[src/rtl/wb_stage_pkg.sv]
// Shared constants and types for the write-back stage: retire-bus layout,
// exception flag indices, exception codes and the bus widths seen by decode.
package wb_stage_pkg;

    localparam int EXC_NUM            = 6;
    localparam int MS_TO_WS_BUS_WD    = 150 + EXC_NUM;
    localparam int WS_FWD_BLK_BUS_WD  = 38;
    localparam int WS_CSR_BLK_BUS_WD  = 16;

    localparam int EXC_FLG_INT  = 0;
    localparam int EXC_FLG_ADEF = 1;
    localparam int EXC_FLG_ALE  = 2;
    localparam int EXC_FLG_SYS  = 3;
    localparam int EXC_FLG_BRK  = 4;
    localparam int EXC_FLG_INE  = 5;

    localparam logic [5:0] ECODE_INT  = 6'h00;
    localparam logic [5:0] ECODE_ADEF = 6'h08;
    localparam logic [5:0] ECODE_ALE  = 6'h09;
    localparam logic [5:0] ECODE_SYS  = 6'h0B;
    localparam logic [5:0] ECODE_BRK  = 6'h0C;
    localparam logic [5:0] ECODE_INE  = 6'h0D;

    // Winning exception after priority resolution.
    typedef enum logic [2:0] {
        CAUSE_NONE,
        CAUSE_INT,
        CAUSE_ADEF,
        CAUSE_ALE,
        CAUSE_SYS,
        CAUSE_BRK,
        CAUSE_INE
    } exc_cause_e;

    // Field order matches the memory stage's packing, MSB first.
    typedef struct packed {
        logic               csr_we;
        logic [13:0]        csr_wnum;
        logic [31:0]        csr_wmask;
        logic [31:0]        csr_wdata;
        logic               inst_ertn;
        logic [EXC_NUM-1:0] exc_flgs;
        logic               gr_we;
        logic [4:0]         dest;
        logic [31:0]        final_result;
        logic [31:0]        pc;
    } ws_bus_t;

endpackage

[src/rtl/wb_exc_encode.sv]
// Priority encoder turning raw exception flags into the cause code, subcode
// and bad virtual address reported to the CSR unit.
module wb_exc_encode
    import wb_stage_pkg::*;
(
    input  logic [EXC_NUM-1:0] exc_flgs,
    input  logic [31:0]        pc,
    input  logic [31:0]        final_result,
    output logic [5:0]         ecode,
    output logic [8:0]         esubcode,
    output logic [31:0]        badv
);

    exc_cause_e cause;

    // Lowest flag index has the highest priority.
    always_comb begin
        cause = CAUSE_NONE;
        if (exc_flgs[EXC_FLG_INT])
            cause = CAUSE_INT;
        else if (exc_flgs[EXC_FLG_ADEF])
            cause = CAUSE_ADEF;
        else if (exc_flgs[EXC_FLG_ALE])
            cause = CAUSE_ALE;
        else if (exc_flgs[EXC_FLG_SYS])
            cause = CAUSE_SYS;
        else if (exc_flgs[EXC_FLG_BRK])
            cause = CAUSE_BRK;
        else if (exc_flgs[EXC_FLG_INE])
            cause = CAUSE_INE;
    end

    // Only address faults report a bad address: fetch faults the PC,
    // misaligned accesses the computed data address.
    always_comb begin
        ecode    = ECODE_INT;
        esubcode = '0;
        badv     = '0;
        case (cause)
            CAUSE_INT:  ecode = ECODE_INT;
            CAUSE_ADEF: begin
                ecode = ECODE_ADEF;
                badv  = pc;
            end
            CAUSE_ALE:  begin
                ecode = ECODE_ALE;
                badv  = final_result;
            end
            CAUSE_SYS:  ecode = ECODE_SYS;
            CAUSE_BRK:  ecode = ECODE_BRK;
            CAUSE_INE:  ecode = ECODE_INE;
            default:    ecode = ECODE_INT;
        endcase
    end

endmodule

[src/rtl/wb_stage.sv]
// Write-back stage: registers the retire bus, commits GR/CSR writes, raises
// exception/ertn pulses, drives the trace port and counts retired instructions.
module wb_stage
    import wb_stage_pkg::*;
(
    input  logic                         clk,
    input  logic                         resetn,
    input  logic                         ms_to_ws_valid,
    input  logic [MS_TO_WS_BUS_WD-1:0]   ms_to_ws_bus,
    output logic                         ws_allowin,
    output logic                         rf_we,
    output logic [4:0]                   rf_waddr,
    output logic [31:0]                  rf_wdata,
    output logic                         csr_we,
    output logic [13:0]                  csr_wnum,
    output logic [31:0]                  csr_wmask,
    output logic [31:0]                  csr_wdata,
    output logic                         wb_exc,
    output logic                         wb_ertn,
    output logic [5:0]                   wb_ecode,
    output logic [8:0]                   wb_esubcode,
    output logic [31:0]                  wb_pc,
    output logic [31:0]                  wb_badv,
    output logic [WS_FWD_BLK_BUS_WD-1:0] ws_fwd_blk_bus,
    output logic [WS_CSR_BLK_BUS_WD-1:0] ws_csr_blk_bus,
    output logic [31:0]                  debug_wb_pc,
    output logic [3:0]                   debug_wb_rf_we,
    output logic [4:0]                   debug_wb_rf_wnum,
    output logic [31:0]                  debug_wb_rf_wdata,
    output logic [31:0]                  perf_retire_cnt
);

    localparam logic WS_READY_GO = 1'b1;

    logic    ws_valid;
    ws_bus_t bus_q;
    logic    exc_any;
    logic [31:0] retire_cnt_q;

    assign ws_allowin = !ws_valid || WS_READY_GO;

    // A flush needs no extra logic: the stage always accepts, so ws_valid
    // simply follows whatever the memory stage offers on the next edge.
    always_ff @(posedge clk or negedge resetn) begin
        if (!resetn)
            ws_valid <= 1'b0;
        else if (ws_allowin)
            ws_valid <= ms_to_ws_valid;
    end

    always_ff @(posedge clk or negedge resetn) begin
        if (!resetn)
            bus_q <= '0;
        else if (ms_to_ws_valid && ws_allowin)
            bus_q <= ws_bus_t'(ms_to_ws_bus);
    end

    assign exc_any = |bus_q.exc_flgs;

    // Ertn retires normally; only excepting instructions are left uncounted.
    always_ff @(posedge clk or negedge resetn) begin
        if (!resetn)
            retire_cnt_q <= '0;
        else if (ws_valid && !exc_any)
            retire_cnt_q <= retire_cnt_q + 32'd1;
    end

    assign perf_retire_cnt = retire_cnt_q;

    assign rf_we    = ws_valid & bus_q.gr_we & ~exc_any;
    assign rf_waddr = bus_q.dest;
    assign rf_wdata = bus_q.final_result;

    assign csr_we    = ws_valid & bus_q.csr_we & ~exc_any;
    assign csr_wnum  = bus_q.csr_wnum;
    assign csr_wmask = bus_q.csr_wmask;
    assign csr_wdata = bus_q.csr_wdata;

    assign wb_exc  = ws_valid & exc_any;
    assign wb_ertn = ws_valid & bus_q.inst_ertn & ~exc_any;
    assign wb_pc   = ws_valid ? bus_q.pc : 32'd0;

    wb_exc_encode u_exc_encode (
        .exc_flgs     (bus_q.exc_flgs),
        .pc           (bus_q.pc),
        .final_result (bus_q.final_result),
        .ecode        (wb_ecode),
        .esubcode     (wb_esubcode),
        .badv         (wb_badv)
    );

    // Decode may only compare dest when the leading rf_we bit is set.
    assign ws_fwd_blk_bus = {rf_we, bus_q.dest, bus_q.final_result};
    assign ws_csr_blk_bus = {bus_q.csr_we & ws_valid, bus_q.inst_ertn & ws_valid, bus_q.csr_wnum};

    assign debug_wb_pc       = ws_valid ? bus_q.pc : 32'd0;
    assign debug_wb_rf_we    = {4{rf_we}};
    assign debug_wb_rf_wnum  = rf_waddr;
    assign debug_wb_rf_wdata = rf_wdata;

endmodule
[config.mk]
export PLATFORM = sky130hd
export DESIGN_NAME = wb_stage
export DESIGN_NICKNAME = d
export VERILOG_FILES = /design/src/rtl/wb_stage_pkg.sv /design/src/rtl/wb_exc_encode.sv /design/src/rtl/wb_stage.sv
export SDC_FILE = /design/constraint.sdc
export NUM_CORES = 1
export LEC_CHECK = 0
export ABC_CLOCK_PERIOD_IN_PS = 2110
export CELL_PAD_IN_SITES_DETAIL_PLACEMENT = 0
export CELL_PAD_IN_SITES_GLOBAL_PLACEMENT = 1
export CORE_MARGIN = 10
export CORE_UTILIZATION = 30
export DETAILED_ROUTE_END_ITERATION = 12
export PLACE_DENSITY_LB_ADDON = 0.1
export SYNTH_ARGS = -nofsm -noshare
export SYNTH_HDL_FRONTEND = slang
export SYNTH_SLANG_ARGS = --single-unit
[constraint.sdc]
create_clock -name clk -period 2.11 [get_ports clk]
set_input_delay 0.3165 -clock clk [delete_from_list [all_inputs] [get_ports clk]]
set_output_delay 0.3165 -clock clk [all_outputs]
set_load 0.1 [all_outputs]
[Word level (Yosys, flattened, before mapping)]
Cells that the tools add are included.
Word-level totals
  register bits: 189
  output and inout port bits: 358
  logic and storage cells: 38
Cells by class
  add/subtract/negate cells: 1
  equality and inequality tests: 5
  multiplexer cells: 9
  bitwise logic cells: 8
  reductions and logical operators: 3
Operator list (number)
  32-bit one-hot mux with 2 select lines: 1
  32-bit by 1-bit adder with 32-bit output, second input constant: 1
  32-bit 2-to-1 mux: 1
  4-bit one-hot mux with 5 select lines: 1
  3-bit 2-to-1 mux: 6
  3-bit equality test, second input constant: 3
  1-bit AND: 7
  3-bit by 2-bit equality test with 1-bit output, second input constant: 2
  6-bit OR reduction: 1
  1-bit logical AND: 1
  1-bit zero test: 1
  1-bit inverter: 1

[Logic depth before layout (Yosys ltp)]
Gate-level depths: netlist of run 1.
  word-level depth: 8
  gate-level depth with buffers: 5
  mapped depth without buffers: 4

[Modules after synthesis]
From an unflattened synthesis of run 1, not the netlist that was laid out.
Second synthesis, totals
  cells, all modules: 870
  area, all modules: 10211.0 sq um
By module, submodules not included
  wb_stage: times used 1, cells each 739, area an instance 9321.4 sq um, sequential area each 4729.5 sq um
  wb_exc_encode: times used 1, cells each 131, area an instance 889.6 sq um, sequential area each 0.0 sq um

[Worst setup path before layout of run 1]
OpenSTA, ideal clock, no wires.
  path kind: reg-to-output
  start: register bus_q[70] in the netlist's numbering
  end: output port wb_ecode[1]
  data arrival time: 3.589 ns
  data required time: 1.794 ns
  slack: -1.796 ns
  cell stages (with the launch flop): 2
  path buffers: 0
  path through: dfrtp_1 -> nor4b_1
On the way
  longest elaborated chain between the ends: 3
  elaborated cells on any way between the ends: 7
  those cells by class: 5 x eq/ne; 2 x mux
Ends and longest elaborated chain
  start, declared: line wb_stage.sv:36  | ws_bus_t bus_q;
  start signal, assigned: line wb_stage.sv:55  | bus_q <= ws_bus_t'(ms_to_ws_bus);
  3-bit 2-to-1 mux *: line wb_exc_encode.sv:19  | if (exc_flgs[EXC_FLG_INT])
  3-bit equality test or 3-bit by 2-bit equality test with 1-bit output (tied branches): line wb_exc_encode.sv:39  | case (cause)
  4-bit one-hot mux with 5 select lines *: line wb_exc_encode.sv:39
  end, declared: line wb_stage.sv:20  | output logic [5:0] wb_ecode,
Mark *: on every way between the ends. The rest lies on a longest branch, timed or not.

[Worst setup path after layout of run 1]
  start: register bus_q[73] in the netlist's numbering
  end: output port debug_wb_rf_we[3]
On the way
  longest elaborated chain between the ends: 3
Ends and longest elaborated chain
  6-bit OR reduction: line wb_stage.sv:58  | assign exc_any = |bus_q.exc_flgs;
  1-bit inverter: line wb_stage.sv:70  | assign rf_we = ws_valid & bus_q.gr_we & ~exc_any;
  1-bit AND: line wb_stage.sv:70
  end, declared: line wb_stage.sv:27  | output logic [3:0] debug_wb_rf_we,
Every way passes these cells.

==> results of run 1 <==
==> cell usage in the layout (no fill, tap or decap), types with 7 or more instances in the layout <==
master / instances
buf_4: 251
buf_12: 123
clkdlybuf4s50_1: 156
a22o_4: 7
xnor2_1: 14
xor2_1: 17
nor3_1: 7
nand4_1: 10
conb_1: 12
and3_1: 7
dfrtp_2: 24
dfrtp_1: 165
a22o_2: 23
clkbuf_16: 17
nand3_1: 7
mux2_2: 155
and2_2: 28
nand2_1: 17
nor4_2: 7
and2_1: 8
==> report_power, final <==
part           switching, mW  internal (mW)
Sequential             0.319           3.94
Clock                   1.54           1.95
Combinational           5.30           1.90
==> cells by family after synthesis <==
logic type	count (synthesis)	synth area share, %
DFF	189	47.82
adders and majority gates	1	0.1265
AOI/OAI and AO/OA	37	3.188
muxes	155	17.65
buffers and inverters	287	20.55
xor gates and xnor gates	31	2.745
and+or+nand+nor	117	7.844
other	2	0.07594
==> worst register-to-register path: stages (launching register included) <==
cell and delay (ns):
dfrtp_2 0.44, nor4_4 0.35, buf_4 0.21, buf_4 0.12, nand2_1 0.04, buf_4 0.19
nor4_1 0.35, xnor2_1 0.16
==> area by class of cell <==
class,instances,area (um^2)
Timing Repair Buffer,536,5981
Multi-Input combinational cell,353,3337
Inverter,4,15.01
Clock inverter,13,175.2
Antenna cell,1,2.502
Clock buffer,19,452.9
Sequential cell,189,4760
Fill cell,2996,17260
Tap cell,442,553.0
==> final timing paths <==
check,start,end,depth (start not counted)
worst min register to register,perf_retire_cnt[31],perf_retire_cnt[31],1
worst min-delay path,ms_to_ws_valid,csr_wnum[13],2
max in group asynchronous,resetn,bus_q[7],3
worst max register to register,bus_q[73],perf_retire_cnt[11],7
min in group asynchronous,resetn,perf_retire_cnt[26],2
worst max-delay path,bus_q[73],debug_wb_rf_we[3],3
==> registers in the layout (all words and copies together) (netlist names) <==
register,flops
bus_q,41
debug_wb_rf_wnum,5
ws_valid,1
csr_wmask,32
csr_wdata,32
debug_wb_rf_wdata,32
csr_wnum,14
perf_retire_cnt,32
==> stage by stage <==
| step | TNS, ns | area, um^2 | setup WS, ns | util [%] |
|---|---|---|---|---|
| 2_1_floorplan | -0.2417 | 10050 | -0.2417 | - |
| 3_3_place_gp | 0 | 14520 | 0.3190 | 44.61 |
| 3_5_place_dp | 0 | 14520 | 0.3037 | 44.61 |
| 4_1_cts | -0.8665 | 15190 | -0.09238 | 46.70 |
| 5_1_grt | -2.515 | 15280 | -0.1034 | 46.95 |
| 6_report | -0.2922 | 15280 | -0.04153 | 46.95 |
==> what timing repair did <==
item / CTS / global route
endpoints found under the setup margin: 41 / 40
hold buffers: 1 / 0
pin swaps: 1 / 2
hold endpoints to repair: 49 / 0
setup buffers: 3 / 4
gates resized for setup: 10 / 10
==> per-layer routing <==
layer / wire length (um) / part of all wire (%)
met1: 13370 / 37
met2: 19320 / 54
met3: 2768 / 7.7
met4: 260 / 0.73
met5: 0 / 0
==> impl_metrics.py, run 1 <==
metrics = {
    "detailed_routing": {
        "finalWirelength_um": 35720,
        "via_per_inst": 4.296,
        "dr_total_vias": 6689,
        "ant_nets": 0,
        "wl_per_cell_um": 22.94,
        "remaining_drc_errors": 0,
        "firstDrtPassIters": 4,
        "first_iter_violations": 153,
    },
    "timing": {
        "rsz0062_at_grt": "true",
        "fmax_mhz": 464.8,
        "fin_crit_sh_pct": 102.0,
        "drv_slew": 0,
        "fin_worst_skew_ns": 0.009469,
        "finalWorstSetupSlack_ns": -0.04153,
        "hold_violations": 0,
        "hold_ws_ns": 0.3396,
        "setup_violations": 10,
        "period_needed_ns": 2.152,
    },
    "final_layout": {
        "area_delta_synth_final_pct": 54.47,
        "final_nets": 1261,
        "final_layout_size_suffix_gt1_share_pct": 60.50,
        "instances_no_fill": 1557,
    },
    "logic_synthesis": {
        "ys_seq_elements": 189,
        "synth_most_common_cell": "buf_4",
        "synthArstFlopShare_pct": 100.0,
        "synth_cell_types": 37,
        "netlist_area_mm2": 0.009889,
        "seq_area_frac_synth_pct": 47.82,
        "yosys.area.top_type": "dfrtp_1",
        "netlist.area_leader.share_pct": 47.82,
        "yosys-top-cells-count": "buf_4 (252), dfrtp_1 (189), mux2_2 (155)",
        "syn_inst": 819,
        "yosys-top-cells-area": "dfrtp_1 (48%), buf_4 (19%), mux2_2 (18%)",
        "synth_edf_count": 0,
        "syn_avg_cell_area_um2": 12.08,
        "ys.warnings.count": 0,
        "ys.flop_type": "dfrtp_1",
    },
    "setup_path": {
        "cp_num_buf_inv": 1,
        "startpoint_type": "flip-flop",
        "crit_path_end_kind": "output port",
        "reg2reg_slack_ns": 0.16,
        "worstPathCellList": "nor4_4 > and3_4 > buf_12",
        "required_ns": 1.79,
        "slowest_delay_ns": 0.44,
        "crit_slowest_cell": "dfrtp_2",
        "worstPathMaxFanout": 6,
        "arrival_ns": 1.84,
        "path_class": "flip-flop to output port",
        "cp_top_family": "simple AND/OR/NAND/NOR gates",
    },
    "place": {
        "dp.cells": 1518,
        "portBuffers": 504,
        "globalplace.congestion": 0.7488,
        "dpl.hpwl_um": 28650,
    },
    "cts": {
        "cts_tree": "built",
        "cts_buffers": 17,
        "clkTransAtPathRegs_ns": 0.08,
        "htreeDepth": 4,
        "cts_buffer_depth": 2,
        "worstSkewPairLatency_ns": 0.45,
        "cts-root-buf": "clkbuf_16",
        "cts_sinks": 189,
    },
    "global_routing": {
        "grt-busiest-layer": "met2",
        "grt_pass1_vias": 7293,
        "grtUsageTotal_pct": 17.02,
        "met3_usage_pct": 6.602,
        "grt_max_degree": 56,
        "gr-total-overflow": 0,
        "grt_pass1_wl_um": 51680,
        "grt_util_met2_pct": 31.00,
        "use_met1_pct": 18.31,
        "grt_antenna_before_repair": 1,
    },
    "pwr": {
        "vdd_ir_drop_max_v": 0.0005991,
        "power_density_mw_per_mm2": 979.2,
        "p_total_mw": 14.96,
        "cellLeakagePower_nw": 6.795,
    },
    "floorplan": {
        "core_area_mm2": 0.03254,
        "core.rowCount": 66,
        "die_area_mm2": 0.04063,
        "die_h_um": 201.6,
        "die_w_um": 201.6,
        "ios": 517,
        "start_util_pct": 30.40,
    },
    "status": {
        "status": "finished with violations",
        "violations": "setup timing",
    },
    "run": {
        "cap_violations": 0,
    },
    "hold_path": {
        "hp-class": "input port to flip-flop",
    },
}
Power figures use the tool's default switching activity.
==> run 2, diff against run 1 <==
- ABC_CLOCK_PERIOD_IN_PS: 2110 -> 2600
- CORE_AREA: not set -> 10 10 193 195
- CORE_MARGIN: 10 -> not set
- CORE_UTILIZATION: 30 -> not set
- DIE_AREA: not set -> 0 0 203 205
- clock period: 2.11 -> 2.6 ns (I/O delays scaled with it)
==> run 2 against run 1 <==
  * The flow now finishes without violations
  * Utilization decreased by 2.4 points
  * Setup slack improved by 0.18 ns
  * Global-route usage down 0.63 points
  * Combinational power decreased by 21%
  * Via count decreased by 0.40%
  * Flip-flop and latch count unchanged
  * Routed wire length decreased by 0.73%
  * Clock power decreased by 25%
  * Sequential share of layout area up 0.75 points
  * Critical endpoint is now wb_badv[19]
  * Largest cell class unchanged
  * Largest power group unchanged
==> impl_metrics.py, run 2 (same netlist as run 1, synthesis figures left out) <==
metrics = {
    "final_layout": {
        "final_cell_mix": "buf_4 (245), dfrtp_1 (189), clkdlybuf4s50_1 (156)",
        "layout_commonest_cell": "buf_4",
        "final_layout_size_suffix_gt1_share_pct": 51.55,
        "largest_register": "bus_q",
        "final_nets": 1245,
        "area_delta_synth_final_pct": 49.86,
        "largest_reg_flops": 41,
        "final_core_util_pct": 44.53,
    },
    "setup_path": {
        "cp_top_family": "flip-flops",
        "startpoint_type": "flip-flop",
        "crit_top_cell": "buf_12",
        "required_ns": 2.21,
        "worstPathCellList": "nor2_1 > and2_2 > buf_12 > a22o_1 > buf_12",
        "cp_num_buf_inv": 2,
        "path_class": "flip-flop to output port",
        "r2r-end": "perf_retire_cnt[28]",
        "r2r_cells": 4,
        "crit_slowest_cell": "dfrtp_1",
        "arrival_ns": 2.07,
        "reg2reg_slack_ns": 0.73,
        "r2r_start": "perf_retire_cnt[2]",
        "worstPathMaxFanout": 32,
        "slowest_delay_ns": 0.49,
        "crit_path_end_kind": "output port",
    },
    "detailed_routing": {
        "finalWirelength_um": 35460,
        "remaining_drc_errors": 0,
        "first_iter_violations": 240,
        "dr_total_vias": 6662,
        "wl_per_cell_um": 22.95,
        "ant_nets": 0,
        "via_per_inst": 4.312,
        "firstDrtPassIters": 4,
    },
    "timing": {
        "drv_slew": 0,
        "worst_pin_slew_ns": 0.5194,
        "period_needed_ns": 2.458,
        "setup_violations": 0,
        "hold_ws_ns": 0.4728,
        "fin_worst_skew_ns": 0.005700,
        "rsz0062_at_grt": "false",
        "setup_tns_ns": 0,
        "fmax_mhz": 406.8,
        "slew_headroom_pct": 65.37,
        "fin_crit_sh_pct": 94.55,
        "hold_violations": 0,
    },
    "cts": {
        "cts_buffer_depth": 2,
        "htreeDepth": 4,
        "cts_setup_buffers": 0,
        "cts-root-buf": "clkbuf_16",
        "cts_buffers": 17,
        "cts_sinks": 189,
        "clkTransAtPathRegs_ns": 0.07,
        "worstSkewPairLatency_ns": 0.44,
        "cts_tree": "built",
    },
    "hold_path": {
        "whs_path_depth": 2,
        "hp-class": "input port to flip-flop",
        "whs_endpoint": "ws_valid",
        "hp-start": "ms_to_ws_valid",
    },
    "floorplan": {
        "ios": 517,
        "core.rowCount": 67,
        "die_area_mm2": 0.04162,
        "die_w_um": 203,
        "start_util_pct": 29.72,
        "core_area_mm2": 0.03328,
        "die_h_um": 205,
    },
    "global_routing": {
        "grt_max_degree": 59,
        "grt_antenna_before_repair": 3,
        "grtUsageTotal_pct": 16.39,
        "grt_pass1_wl_um": 50500,
        "grt_pass1_vias": 7172,
        "gr-total-overflow": 0,
    },
    "place": {
        "dpl.hpwl_um": 28490,
        "globalplace.congestion": 0.7807,
        "portBuffers": 504,
    },
    "run": {
        "cap_violations": 0,
    },
    "status": {
        "status": "complete, no violations",
    },
    "pwr": {
        "vdd_ir_drop_max_v": 0.0004207,
        "cellLeakagePower_nw": 6.636,
        "power_density_mw_per_mm2": 796.0,
    },
}
## run 2: changes by cell type in the layout (fill, tap and decap cells not counted), moves of 7 or more
cell,before,now
a22o_4,7,0
buf_12,123,116
and2_1,8,36
dfrtp_2,24,0
dfrtp_1,165,189
a22o_2,23,0
and2_2,28,1
a22o_1,2,32
## run 2: how the worst max path moves through the flow
stage                   start           endpoint  slack [ns]  cells after the start
CTS                 bus_q[70]  debug_wb_rf_we[2]        0.04                      3
finish              bus_q[70]        wb_badv[19]        0.14                      5
global route        bus_q[70]        wb_badv[30]        0.05                      5
global placement    bus_q[70]  debug_wb_rf_we[0]        0.58                      3
floorplan           bus_q[70]        wb_ecode[1]        0.03                      1
detailed placement  bus_q[70]  debug_wb_rf_we[2]        0.53                      3
## run 2: worst reg2reg max path, stage by stage, from the launching register on
cell	delay [ns]
dfrtp_1	0.49
nand4_2	0.19
or4_4	0.68
nor4_2	0.28
xor2_1	0.17
## run 2: through the flow
stage / instances / power, mW / setup WS [ns] / instance area [um^2]
after global routing: 1545 / 12.21 / 0.04648 / 14820
after CTS: 1544 / 11.97 / 0.03567 / 14810
after detailed placement: 1513 / 9.305 / 0.5333 / 14230
after floorplan: 829 / 8.033 / 0.02611 / 9935
final: 1545 / 11.80 / 0.1416 / 14820
after global placement: 1513 / 9.290 / 0.5843 / 14230
## run 2: final cells by class
cell class	instances	area [um^2]
Timing Repair Buffer	520	5758
Multi-Input combinational cell	353	3188
Antenna cell	1	2.502
Tap cell	448	560.5
Clock buffer	23	478.0
Fill cell	3099	18460
Clock inverter	7	88.84
Inverter	4	15.01
Sequential cell	189	4730
## run 2: metal layers
layer	global-route usage (%)	vias to the layer above	part of all wire, %
met5	0	-	0.065
met4	4.476	4	1.2
met3	6.555	27	8.7
met2	30.39	257	56
met1	16.70	3324	34
li1	-	3050	-
## run 2: what timing repair did
item                                    CTS  global route
resized for setup                         0             1
endpoints found under the setup margin    0             6
hold buffers                              1             0
hold endpoints to repair                 54             0
## run 2: power by group
group | internal, mW | switching [mW]
clock | 1.48 | 1.13
combinational | 1.46 | 4.26
sequential | 3.20 | 0.265
total | 6.14 | 5.66
